===== src/rtl/midi_msg_ctrl.sv =====
// MIDI channel-message controller.
// Turns the byte stream from the MIDI UART receiver into complete channel
// messages. It handles running status, real-time bytes interleaved anywhere,
// SysEx and system-common skipping, and channel filtering. For each message
// it emits a one-cycle event strobe whose payload is registered.
//
// Handshake: a byte is taken in every cycle where rx_rdy=1, and rx_data is
// valid only in that cycle. There is no backpressure, so back-to-back
// rx_rdy pulses are accepted. Each event strobe is high for exactly one
// cycle, one clock after the rx_rdy that completed the message. The payload
// registers are valid from that cycle and hold until the next event of the
// same type.
module midi_msg_ctrl #(
    parameter logic [3:0] CHANNEL = 4'd0,
    parameter logic       OMNI    = 1'b0
) (
    input  logic        clk,
    input  logic        rst_n,
    input  logic [7:0]  rx_data,
    input  logic        rx_rdy,
    output logic        note_on,
    output logic        note_off,
    output logic [6:0]  note,
    output logic [6:0]  velocity,
    output logic        cc_valid,
    output logic [6:0]  cc_num,
    output logic [6:0]  cc_val,
    output logic        pb_valid,
    output logic [13:0] pb_val,
    output logic        all_off,
    output logic [3:0]  msg_chan
);

    typedef enum logic [1:0] {
        IDLE    = 2'd0,
        WAIT_D1 = 2'd1,
        WAIT_D2 = 2'd2,
        SKIP    = 2'd3
    } state_t;

    // Current message-sequencing state. Checkers can bind to it
    // hierarchically.
    state_t     state, state_nxt;
    logic [7:0] run_stat, run_stat_nxt;
    logic       run_valid, run_valid_nxt;
    logic [6:0] d1, d1_nxt;
    logic [1:0] need, need_nxt;

    // Message-complete pulse and the two data bytes of the message.
    logic       msg_done;
    logic [6:0] done_d1;
    logic [6:0] done_d2;
    logic       chan_ok;

    assign chan_ok = OMNI || (run_stat[3:0] == CHANNEL);

    // Next-state logic: classify the incoming byte and advance the sequencer.
    always_comb begin
        state_nxt     = state;
        run_stat_nxt  = run_stat;
        run_valid_nxt = run_valid;
        d1_nxt        = d1;
        need_nxt      = need;
        msg_done      = 1'b0;
        done_d1       = d1;
        done_d2       = rx_data[6:0];
        if (rx_rdy) begin
            if (rx_data >= 8'hF8) begin
                // Real-time bytes are transparent to the sequencer.
                state_nxt = state;
            end else if (rx_data[7] && (rx_data < 8'hF0)) begin
                // A channel status byte starts a new message and drops any
                // partial message.
                run_stat_nxt  = rx_data;
                run_valid_nxt = 1'b1;
                need_nxt      = ((rx_data[7:4] == 4'hC) || (rx_data[7:4] == 4'hD))
                                ? 2'd1 : 2'd2;
                state_nxt     = WAIT_D1;
            end else if (rx_data[7]) begin
                // A system common byte cancels running status. EOX returns to
                // IDLE.
                run_valid_nxt = 1'b0;
                state_nxt     = (rx_data == 8'hF7) ? IDLE : SKIP;
            end else begin
                case (state)
                    IDLE, WAIT_D1: begin
                        // A data byte in IDLE with valid running status is
                        // the first data byte of a new message.
                        if ((state == WAIT_D1) || run_valid) begin
                            if (need == 2'd2) begin
                                d1_nxt    = rx_data[6:0];
                                state_nxt = WAIT_D2;
                            end else begin
                                msg_done  = 1'b1;
                                done_d1   = rx_data[6:0];
                                state_nxt = IDLE;
                            end
                        end
                    end
                    WAIT_D2: begin
                        msg_done  = 1'b1;
                        state_nxt = IDLE;
                    end
                    default: begin
                        state_nxt = state;
                    end
                endcase
            end
        end
    end

    // Sequencer registers, plus one-cycle strobes with registered payloads.
    always_ff @(posedge clk) begin
        if (!rst_n) begin
            state     <= IDLE;
            run_stat  <= 8'h00;
            run_valid <= 1'b0;
            d1        <= 7'd0;
            need      <= 2'd0;
            note_on   <= 1'b0;
            note_off  <= 1'b0;
            cc_valid  <= 1'b0;
            pb_valid  <= 1'b0;
            all_off   <= 1'b0;
            note      <= 7'd0;
            velocity  <= 7'd0;
            cc_num    <= 7'd0;
            cc_val    <= 7'd0;
            pb_val    <= 14'h2000;
            msg_chan  <= 4'd0;
        end else begin
            state     <= state_nxt;
            run_stat  <= run_stat_nxt;
            run_valid <= run_valid_nxt;
            d1        <= d1_nxt;
            need      <= need_nxt;
            note_on   <= 1'b0;
            note_off  <= 1'b0;
            cc_valid  <= 1'b0;
            pb_valid  <= 1'b0;
            all_off   <= 1'b0;
            if (msg_done && chan_ok) begin
                case (run_stat[7:4])
                    4'h8: begin
                        note_off <= 1'b1;
                        note     <= done_d1;
                        velocity <= done_d2;
                        msg_chan <= run_stat[3:0];
                    end
                    4'h9: begin
                        // A note-on with velocity 0 is a note-off.
                        note_on  <= (done_d2 != 7'd0);
                        note_off <= (done_d2 == 7'd0);
                        note     <= done_d1;
                        velocity <= done_d2;
                        msg_chan <= run_stat[3:0];
                    end
                    4'hB: begin
                        cc_valid <= 1'b1;
                        all_off  <= (done_d1 == 7'd120) || (done_d1 == 7'd123);
                        cc_num   <= done_d1;
                        cc_val   <= done_d2;
                        msg_chan <= run_stat[3:0];
                    end
                    4'hE: begin
                        pb_valid <= 1'b1;
                        pb_val   <= {done_d2, done_d1};
                        msg_chan <= run_stat[3:0];
                    end
                    default: begin
                        // Aftertouch and program change are consumed without
                        // an event.
                        note_on <= 1'b0;
                    end
                endcase
            end
        end
    end

endmodule


===== config.mk =====
export PLATFORM = sky130hd
export DESIGN_NAME = midi_msg_ctrl
export DESIGN_NICKNAME = d
export VERILOG_FILES = /design/src/rtl/midi_msg_ctrl.sv
export SDC_FILE = /design/constraint.sdc
export NUM_CORES = 1
export LEC_CHECK = 0
export CORE_ASPECT_RATIO = 1.5
export CORE_UTILIZATION = 52
export DETAILED_ROUTE_END_ITERATION = 16
export HOLD_SLACK_MARGIN = 0.08
export PLACE_DENSITY = 0.93
export SLEW_MARGIN = 20
export SYNTH_ARGS = -nofsm -noshare
export SYNTH_HDL_FRONTEND = slang
export SYNTH_SLANG_ARGS = --single-unit

===== constraint.sdc =====
create_clock -name clk -period 3.4 [get_ports clk]
set_input_delay 0.68 -clock clk [delete_from_list [all_inputs] [get_ports clk]]
set_output_delay 0.68 -clock clk [all_outputs]
set_load 0.005 [all_outputs]

==> results.md, run 1 <==
| Result | Value | Unit |
| --- | --- | --- |
| Internal power | 1310 | uW |
| Final cycle utilization of the critical path | 71.2 | % |
| Die Span Y | 94.1 | um |
| Number of endpoints failing setup at the final stage | 0 | - |
| Relative contribution of the clock network to total power | 42.8 | % |
| Synthesized netlist net count | 298 | - |
| Net switching share of the total power | 24.5 | % |
| Sw Pwr | 424 | uW |
| Total leakage power | 0.00133 | uW |
| Required time worst endpoint | 3620 | ps |
| Hold Worst Slack | 463 | ps |
| Gate count after technology mapping | 287 | - |
| Number of antenna violations at the first check in global routing | 0 | - |
| Crit end category | flip-flop | - |
| Initial Utilization | 54.0 | % |
| Result of the run | completed | - |
| Number of rows created at floorplan | 33 | - |
| Crit path cell chain | clkdlybuf4s50_1 -> nand2b_4 -> nor4_4 -> mux2i_1 -> a211oi_2 | - |
| Wire length of the first global-routing pass | 11.2 | mm |
| HPWL Detailed | 4.60 | mm |
| Startpoint of the most critical hold path | pb_val[11]$_SDFFE_PN0P_ | - |
| Via total after detailed routing | 2391 | - |
| Power per standard cell area | 467 | nW/um2 |
| Via count of the first global-routing pass | 2340 | - |
| Hold buffers post-CTS | 0 | - |
| Total Wirelength | 6.73 | mm |
| Clock Path Buffers | 2 | - |
| Post-DR vias/cell | 5.78 | - |
| Sum of negative setup slack | 0 | ps |
| #FFs+latches synth | 71 | - |
| Maximum number of pins on one net before global-route repair | 34 | - |
| Remaining antenna violation count after routing | 0 | - |
| Routability Congestion | 0.864 | - |
| Fraction of the mapped netlist area in compound gates | 17.5 | % |
| Die area | 5970 | um2 |
| Worst R2R Start | run_stat[0]$_SDFFE_PN0P_ | - |
| Largest fanout on the critical path | 9 | - |
| Classification of the worst-slack hold path | flip-flop to flip-flop | - |
| Hold Vio Cnt, Final | 0 | - |
| Clock buffers created by TritonCTS | 9 | - |
| H-tree lvl count | 3 | - |
| Crit path launch type | primary input | - |
| Ranking of synthesized cells by area | sky130_fd_sc_hd__dfxtp_1 48%, sky130_fd_sc_hd__mux2i_1 9.5%, sky130_fd_sc_hd__nand2_1 3.8%, sky130_fd_sc_hd__a211oi_1 3.3%, sky130_fd_sc_hd__a31oi_1 3.2% | - |
| Yosys warning total | 0 | - |
| Worst Hold End | pb_val[11]$_SDFFE_PN0P_ | - |
| Final Skew | 7.09 | ps |
| Depth of the most critical reg-to-reg path | 5 | - |
| Cts repair resizes | 0 | - |
| Clock latency on the worst-skew pair | 350 | ps |
| Share of total power in combinational logic | 7.9 | % |
| Post-synthesis share of cell area spent on and, or, nand and nor gates | 16.2 | % |
| Area share of the largest cell type after synthesis | 48.3 | % |
| Area of the placeable core | 5450 | um2 |
| Cell taking the most area after synthesis | sky130_fd_sc_hd__dfxtp_1 | - |
| Highest cell delay on the worst timing path | 540 | ps |
| Share of layout cells above drive strength 1 | 10.8 | % |
| Clock-pin transition on the worst setup and hold timing paths | 70 | ps |
| Post-CTS setup repair buffer count | 0 | - |
| Drt wl/cell | 16.3 | um |
| Synthesized area | 2940 | um2 |
| Overflow left after global routing | 0 | - |
| Most used standard cell by instance count after synthesis | sky130_fd_sc_hd__dfxtp_1 | - |
| Port bufs | 61 | - |
| Most instantiated cells after synthesis | 71 x sky130_fd_sc_hd__dfxtp_1, 30 x sky130_fd_sc_hd__nand2_1, 28 x sky130_fd_sc_hd__mux2i_1 | - |
| TritonCTS Sinks | 71 | - |
| MaxCap Viol Count | 0 | - |
| Share of cell area taken by muxes after synthesis | 9.53 | % |
| Number of detailed-route iterations in the first pass | 4 | - |
| Final critical delay including setup and external delays | 2420 | ps |
| Number of top-level pins | 62 | - |
| # placed instances | 398 | - |
| Clock root buffer | sky130_fd_sc_hd__clkbuf_8 | - |
| Post-synthesis cell type count | 56 | - |
| Number of inserted diodes | 0 | - |
| Reg2reg end | velocity[4]$_SDFFE_PN0P_ | - |
| Seq pwr share | 49.3 | % |
| Most used flip-flop cell after synthesis | sky130_fd_sc_hd__dfxtp_1 | - |
| Area growth syn-to-layout | 25.9 | % |
| Main combinational cell family by area after synthesis | compound AO/OA/AOI/OAI gates | - |
| Net count, final | 350 | - |
| Fin. max-slew vios | 0 | - |
| Number of fill cells in the layout | 423 | - |
| Share of synthesized area occupied by flip-flops and latches | 48.3 | % |
| Register-to-register setup slack | 1350 | ps |
| Area share of fa/ha/maj cells after synthesis | 0 | % |
| Worst max-slew margin expressed relative to the limit | 52.4 | % |
| Count of flip-flops with a built-in enable after synthesis | 0 | - |
| Final Instance Count excl. Fillers | 414 | - |
| Critical path arrival | 2640 | ps |
| CTS tree | built | - |
| Unrepaired setup endpoints after global routing | no | - |
| Highest achievable clock rate | 413 | MHz |
| Worst path slowest cell | sky130_fd_sc_hd__nor4_4 | - |
| Worst Max-Slew Pin Slew | 709 | ps |
| XOR/XNOR share of the synthesized area | 0.893 | % |
| GR Util All Layers | 24.6 | % |
| Ys async rst share | 0 | % |
| Number of stages on the worst hold path | 2 | - |
| Die Wd | 63.4 | um |
| Number of violations reported at the end of detailed-routing iteration 0 | 126 | - |
| Critical path type | primary input to flip-flop | - |
| Peak supply drop | 0.249 | mV |
| Syn_area_per_cell | 10.2 | um2 |
| Count of unresolved DRC violations after routing | 0 | - |
## critical path: cells and delay by family
family                 cells  cell delay, ps
multiplexers               1             540
AND/OR/NAND/NOR            2             760
AO/OA/AOI/OAI              1             130
buffers and inverters      1             530
## power groups by stage
stage	clock, uW	sequential [uW]	combinational, uW
6_report	741	853	137
3_3_place_gp	0	871	132
4_1_cts	743	852	136
5_1_grt	778	854	149
3_5_place_dp	0	872	135
2_1_floorplan	0	869	107
## per-layer routing
| layer | part of all wire (%) | GRT usage (%) | wire, um |
|---|---|---|---|
| met5 | 0 | 0 | 0 |
| met4 | 3.2 | 15.9 | 218 |
| met3 | 5.4 | 5.70 | 365 |
| met2 | 50 | 40.2 | 3390 |
| met1 | 41 | 28.5 | 2760 |
## logic make-up after synthesis
kind of cell / Yosys count
buffers and inverters: 31
multiplexers: 28
flip-flops: 71
AO/OA/AOI/OAI: 71
AND/OR/NAND/NOR: 83
XOR/XNOR: 3
## worst max-delay path by stage
stage | startpoint | to | cells past startpoint
floorplan | rx_data[7] | cc_val[4]$_SDFFE_PN0P_ | 5
global placement | rx_data[7] | pb_val[6]$_SDFFE_PN0P_ | 5
detailed placement | rx_data[7] | pb_val[6]$_SDFFE_PN0P_ | 5
CTS | rx_data[7] | pb_val[6]$_SDFFE_PN0P_ | 5
global route | rx_data[7] | cc_val[0]$_SDFFE_PN0P_ | 5
finish | rx_data[7] | pb_val[6]$_SDFFE_PN0P_ | 5
## placed cells by master, fill, tap and decap left out, drive strengths merged, types with 3 or more instances in the layout
| cell type | netlist | routed |
|---|---|---|
| a211oi | 15 | 15 |
| and3 | 9 | 9 |
| dfxtp | 71 | 71 |
| nor3 | 4 | 4 |
| nor2 | 18 | 18 |
| buf | 16 | 7 |
| or4 | 4 | 4 |
| mux2i | 28 | 28 |
| clkbuf | 9 | 9 |
| a21oi | 8 | 8 |
| nor2b | 3 | 3 |
| clkdlybuf4s50 | 0 | 61 |
| inv | 2 | 4 |
| o2bb2ai | 7 | 7 |
| clkinv | 2 | 4 |
| o21ai | 7 | 7 |
| a31oi | 16 | 16 |
| a22o | 7 | 7 |
| nand2 | 30 | 30 |
| nand4 | 5 | 5 |
## per-stage QoR
step | utilization [%] | cell area [um2] | power (uW) | worst slack [ps]
6_report | 67.9 | 3700 | 1730 | 979
5_1_grt | 67.9 | 3700 | 1780 | 906
4_1_cts | 67.9 | 3700 | 1730 | 996
3_5_place_dp | 63.9 | 3480 | 1010 | 623
3_3_place_gp | 63.9 | 3480 | 1000 | 715
2_1_floorplan | - | 2940 | 977 | 1500
## sequential cells by signal (all words and copies together) (netlist names)
register / cells
pb_val: 14
run_stat: 8
cc_num: 7
cc_val: 7
d1: 7
note: 7
velocity: 7
msg_chan: 4
need: 2
state: 2
all_off: 1
cc_valid: 1
note_off: 1
note_on: 1
pb_valid: 1
run_valid: 1
## cell type report
class	instances	area, um2	area share (%)
Sequential cell	71	1420	38.4
Multi-Input combinational cell	185	1300	35.0
Timing Repair Buffer	68	663	17.9
Clock buffer	9	124	3.35
Clock inverter	7	95.1	2.57
Tap cell	70	87.6	2.37
Inverter	4	15.0	0.406
(Power assumes the default switching activity.)
==> inputs of run 2 (changes only) <==
--- a/config.mk
+++ b/config.mk
@@ -6,10 +6,10 @@
 export NUM_CORES = 1
 export LEC_CHECK = 0
 export CORE_ASPECT_RATIO = 1.5
-export CORE_UTILIZATION = 52
+export CORE_UTILIZATION = 50
 export DETAILED_ROUTE_END_ITERATION = 16
 export HOLD_SLACK_MARGIN = 0.08
-export PLACE_DENSITY = 0.93
+export PLACE_DENSITY = 0.91
 export SLEW_MARGIN = 20
 export SYNTH_ARGS = -nofsm -noshare
 export SYNTH_HDL_FRONTEND = slang
==> constraint.sdc (replaced) <==
create_clock -name clk -period 2.4 [get_ports clk]
set_input_delay 0.48 -clock clk [delete_from_list [all_inputs] [get_ports clk]]
set_output_delay 0.48 -clock clk [all_outputs]
set_load 0.005 [all_outputs]
==> run 2 against run 1 <==
- critical path depth did not move
- register-to-register slack got worse by 880 ps
- clock-buffer cell count did not move
- cell count rose by 3.1%
- utilization rose by 0.47 points
- highest routed layer unchanged
- critical path type unchanged
==> results.md, run 2 (same netlist as run 1, synthesis figures left out) <==
| Result | Value | Unit | Change |
| --- | --- | --- | --- |
| Crit path launch type | primary input | - |  |
| Highest cell delay on the worst timing path | 580 | ps | +40 ps |
| Relative contribution of the clock network to total power | 42.1 | % | -0.7 points |
| Die Span Y | 95.9 | um | +1.9% |
| Flip-flop count of the largest register, all copies and words added | 14 | - | unchanged |
| Power per standard cell area | 643 | nW/um2 | +38% |
| Die Wd | 64.6 | um | +1.9% |
| Overflow left after global routing | 0 | - | unchanged |
| Seq pwr share | 49.3 | % | about the same |
| Peak supply drop | 0.429 | mV | +73% |
| Result of the run | completed | - |  |
| Number of fill cells in the layout | 434 | - | +2.6% |
| Area of the placeable core | 5570 | um2 | +2.3% |
| CTS tree | built | - |  |
| Sum of negative setup slack | 0 | ps | unchanged |
| Count of buffering cells on the critical path with inverters included | 1 | - | unchanged |
| Post-CTS setup repair buffer count | 0 | - | unchanged |
| Final cycle utilization of the critical path | 85.4 | % |  |
| Required time worst endpoint | 2630 | ps | -990 ps |
| TritonCTS Sinks | 71 | - | unchanged |
| Critical path type | primary input to flip-flop | - |  |
| Remaining antenna violation count after routing | 0 | - | unchanged |
| Final Skew | 11.1 | ps | +3.97 ps |
| Clock root buffer | sky130_fd_sc_hd__clkbuf_8 | - |  |
| Area growth syn-to-layout | 29.6 | % |  |
| Wire length of the first global-routing pass | 11.4 | mm | +2.0% |
| Largest fanout on the critical path | 9 | - | unchanged |
| Setup WS post-layout | 352 | ps | -628 ps |
| Number of violations reported at the end of detailed-routing iteration 0 | 138 | - | +9.5% |
| H-tree lvl count | 3 | - | unchanged |
| Drt wl/cell | 16.4 | um | +0.82% |
| Leading cell types in the layout, fill and taps excluded | 71 x sky130_fd_sc_hd__dfxtp_1, 61 x sky130_fd_sc_hd__clkdlybuf4s50_1, 30 x sky130_fd_sc_hd__nand2_1 | - |  |
| Clock-pin transition on the worst setup and hold timing paths | 80 | ps | about the same |
| Register containing the most flip-flops in the final layout | pb_val | - |  |
| HPWL Detailed | 5.06 | mm | +10% |
| Highest achievable clock rate | 488 | MHz |  |
| Sw Pwr | 590 | uW | +39% |
| MaxCap Viol Count | 0 | - | unchanged |
| Share of total power in combinational logic | 8.5 | % | +0.6 points |
| Clock buffers created by TritonCTS | 9 | - | unchanged |
| Clock Path Buffers | 2 | - | unchanged |
| Initial Utilization | 52.8 | % | -1.2 points |
| Worst max-slew margin expressed relative to the limit | 50.2 | % | -2.3 points |
| Crit-path leading delay family | simple AND/OR/NAND/NOR gates | - |  |
| Number of top-level pins | 62 | - | unchanged |
| Most common cell after layout, fill and taps aside | sky130_fd_sc_hd__dfxtp_1 | - |  |
| Regs by FF count | pb_val (14), run_stat (8) | - |  |
| Via count of the first global-routing pass | 2367 | - | +1.2% |
| Number of antenna violations at the first check in global routing | 0 | - | unchanged |
| Number of rows created at floorplan | 33 | - | unchanged |
| Post-DR vias/cell | 5.75 | - | -0.37% |
| Multi-input logic area | 1300 | um2 | unchanged |
| Maximum number of pins on one net before global-route repair | 34 | - | unchanged |
| Count of unresolved DRC violations after routing | 0 | - | unchanged |
| Final critical delay including setup and external delays | 2050 | ps |  |
| Crit path cell chain | clkdlybuf4s50_1 -> nand2b_4 -> nor4_4 -> mux2i_1 -> o2bb2ai_1 | - |  |
| Number of inserted diodes | 0 | - | unchanged |
| Worst path slowest cell | sky130_fd_sc_hd__clkdlybuf4s50_1 | - |  |
| Internal power | 1860 | uW | +42% |
| Finished Core Util | 68.4 | % | +0.47 points |
| Total Wirelength | 7.00 | mm | +4.0% |
| Cts repair resizes | 0 | - | unchanged |
| Share of layout cells above drive strength 1 | 14.0 | % | +3.2 points |
| GR Util All Layers | 24.8 | % | +0.25 points |
| Setup Slack @ Placement | 11.7 | ps | -611 ps |
| Worst Max-Slew Pin Slew | 745 | ps | +36.8 ps |
| Total leakage power | 0.00140 | uW | +5.0% |
| Clock latency on the worst-skew pair | 360 | ps | about the same |
| Number of detailed-route iterations in the first pass | 4 | - | unchanged |
| Combined flip-flop and latch cell area | 1420 | um2 | unchanged |
| Net switching share of the total power | 24.1 | % | -0.42 points |
| Unrepaired setup endpoints after global routing | no | - |  |
| Net count, final | 363 | - | +3.7% |
| Hold buffers post-CTS | 0 | - | unchanged |
| Classification of the worst-slack hold path | flip-flop to flip-flop | - |  |
| Fin. max-slew vios | 0 | - | unchanged |
| Hold Vio Cnt, Final | 0 | - | unchanged |
| Die area | 6200 | um2 | +3.9% |
| Number of endpoints failing setup at the final stage | 0 | - | unchanged |
| Port bufs | 61 | - | unchanged |
| Via total after detailed routing | 2457 | - | +2.8% |
| Critical path arrival | 2270 | ps | -370 ps |
| Crit end category | flip-flop | - |  |
| Routability Congestion | 0.876 | - | +1.4% |
-- run 2: area by class of cell --
cell class	count	share of cell area, %
clock buffer	9	3.25
clock inverter	7	2.49
inverter	4	0.394
multi-input combinational	185	34.0
sequential	71	37.3
tap	70	2.30
timing repair buffer	81	20.3
-- run 2: per-stage QoR --
| step | area [um2] | hold WS [ps] | total power [uW] | std cells |
|---|---|---|---|---|
| 5_1_grt | 3810 | 484 | 2550 | 427 |
| 6_report | 3810 | 459 | 2450 | 427 |
| 2_1_floorplan | 2940 | 451 | 1380 | 287 |
| 4_1_cts | 3810 | 461 | 2460 | 427 |
| 3_3_place_gp | 3590 | 442 | 1430 | 411 |
| 3_5_place_dp | 3590 | 446 | 1440 | 411 |
-- run 2: final timing paths --
path	from	end	slack (ps)	depth (start not counted)
max reg2reg	run_stat[0]$_SDFFE_PN0P_	pb_val[8]$_SDFFE_PN0P_	470	5
min reg2reg	pb_val[12]$_SDFFE_PN0P_	pb_val[12]$_SDFFE_PN0P_	460	2
max	rx_rdy	cc_num[0]$_SDFFE_PN0P_	350	5
min	pb_val[12]$_SDFFE_PN0P_	pb_val[12]$_SDFFE_PN0P_	460	2
-- run 2: power groups by stage --
stage               clock (uW)  combinational, uW  sequential (uW)
global route              1110                225             1210
finish                    1030                209             1210
CTS                       1050                207             1210
floorplan                    0                152             1230
global placement             0                199             1230
detailed placement           0                207             1240
-- run 2: worst register-to-register path: stages (launching register included) --
cell	delay, ps
sky130_fd_sc_hd__dfxtp_1	320
sky130_fd_sc_hd__or4_4	550
sky130_fd_sc_hd__nor2_4	180
sky130_fd_sc_hd__buf_4	230
sky130_fd_sc_hd__and3_4	360
sky130_fd_sc_hd__mux2i_1	220
-- run 2: routing by layer --
layer	share of wire, %	up-vias	track usage, %	wire length [um]
met4	3.3	0	13.7	233
met3	4.7	17	6.99	327
met2	51	92	41.7	3590
met5	0	-	0	0
li1	-	1163	-	-
met1	41	1185	28.3	2850
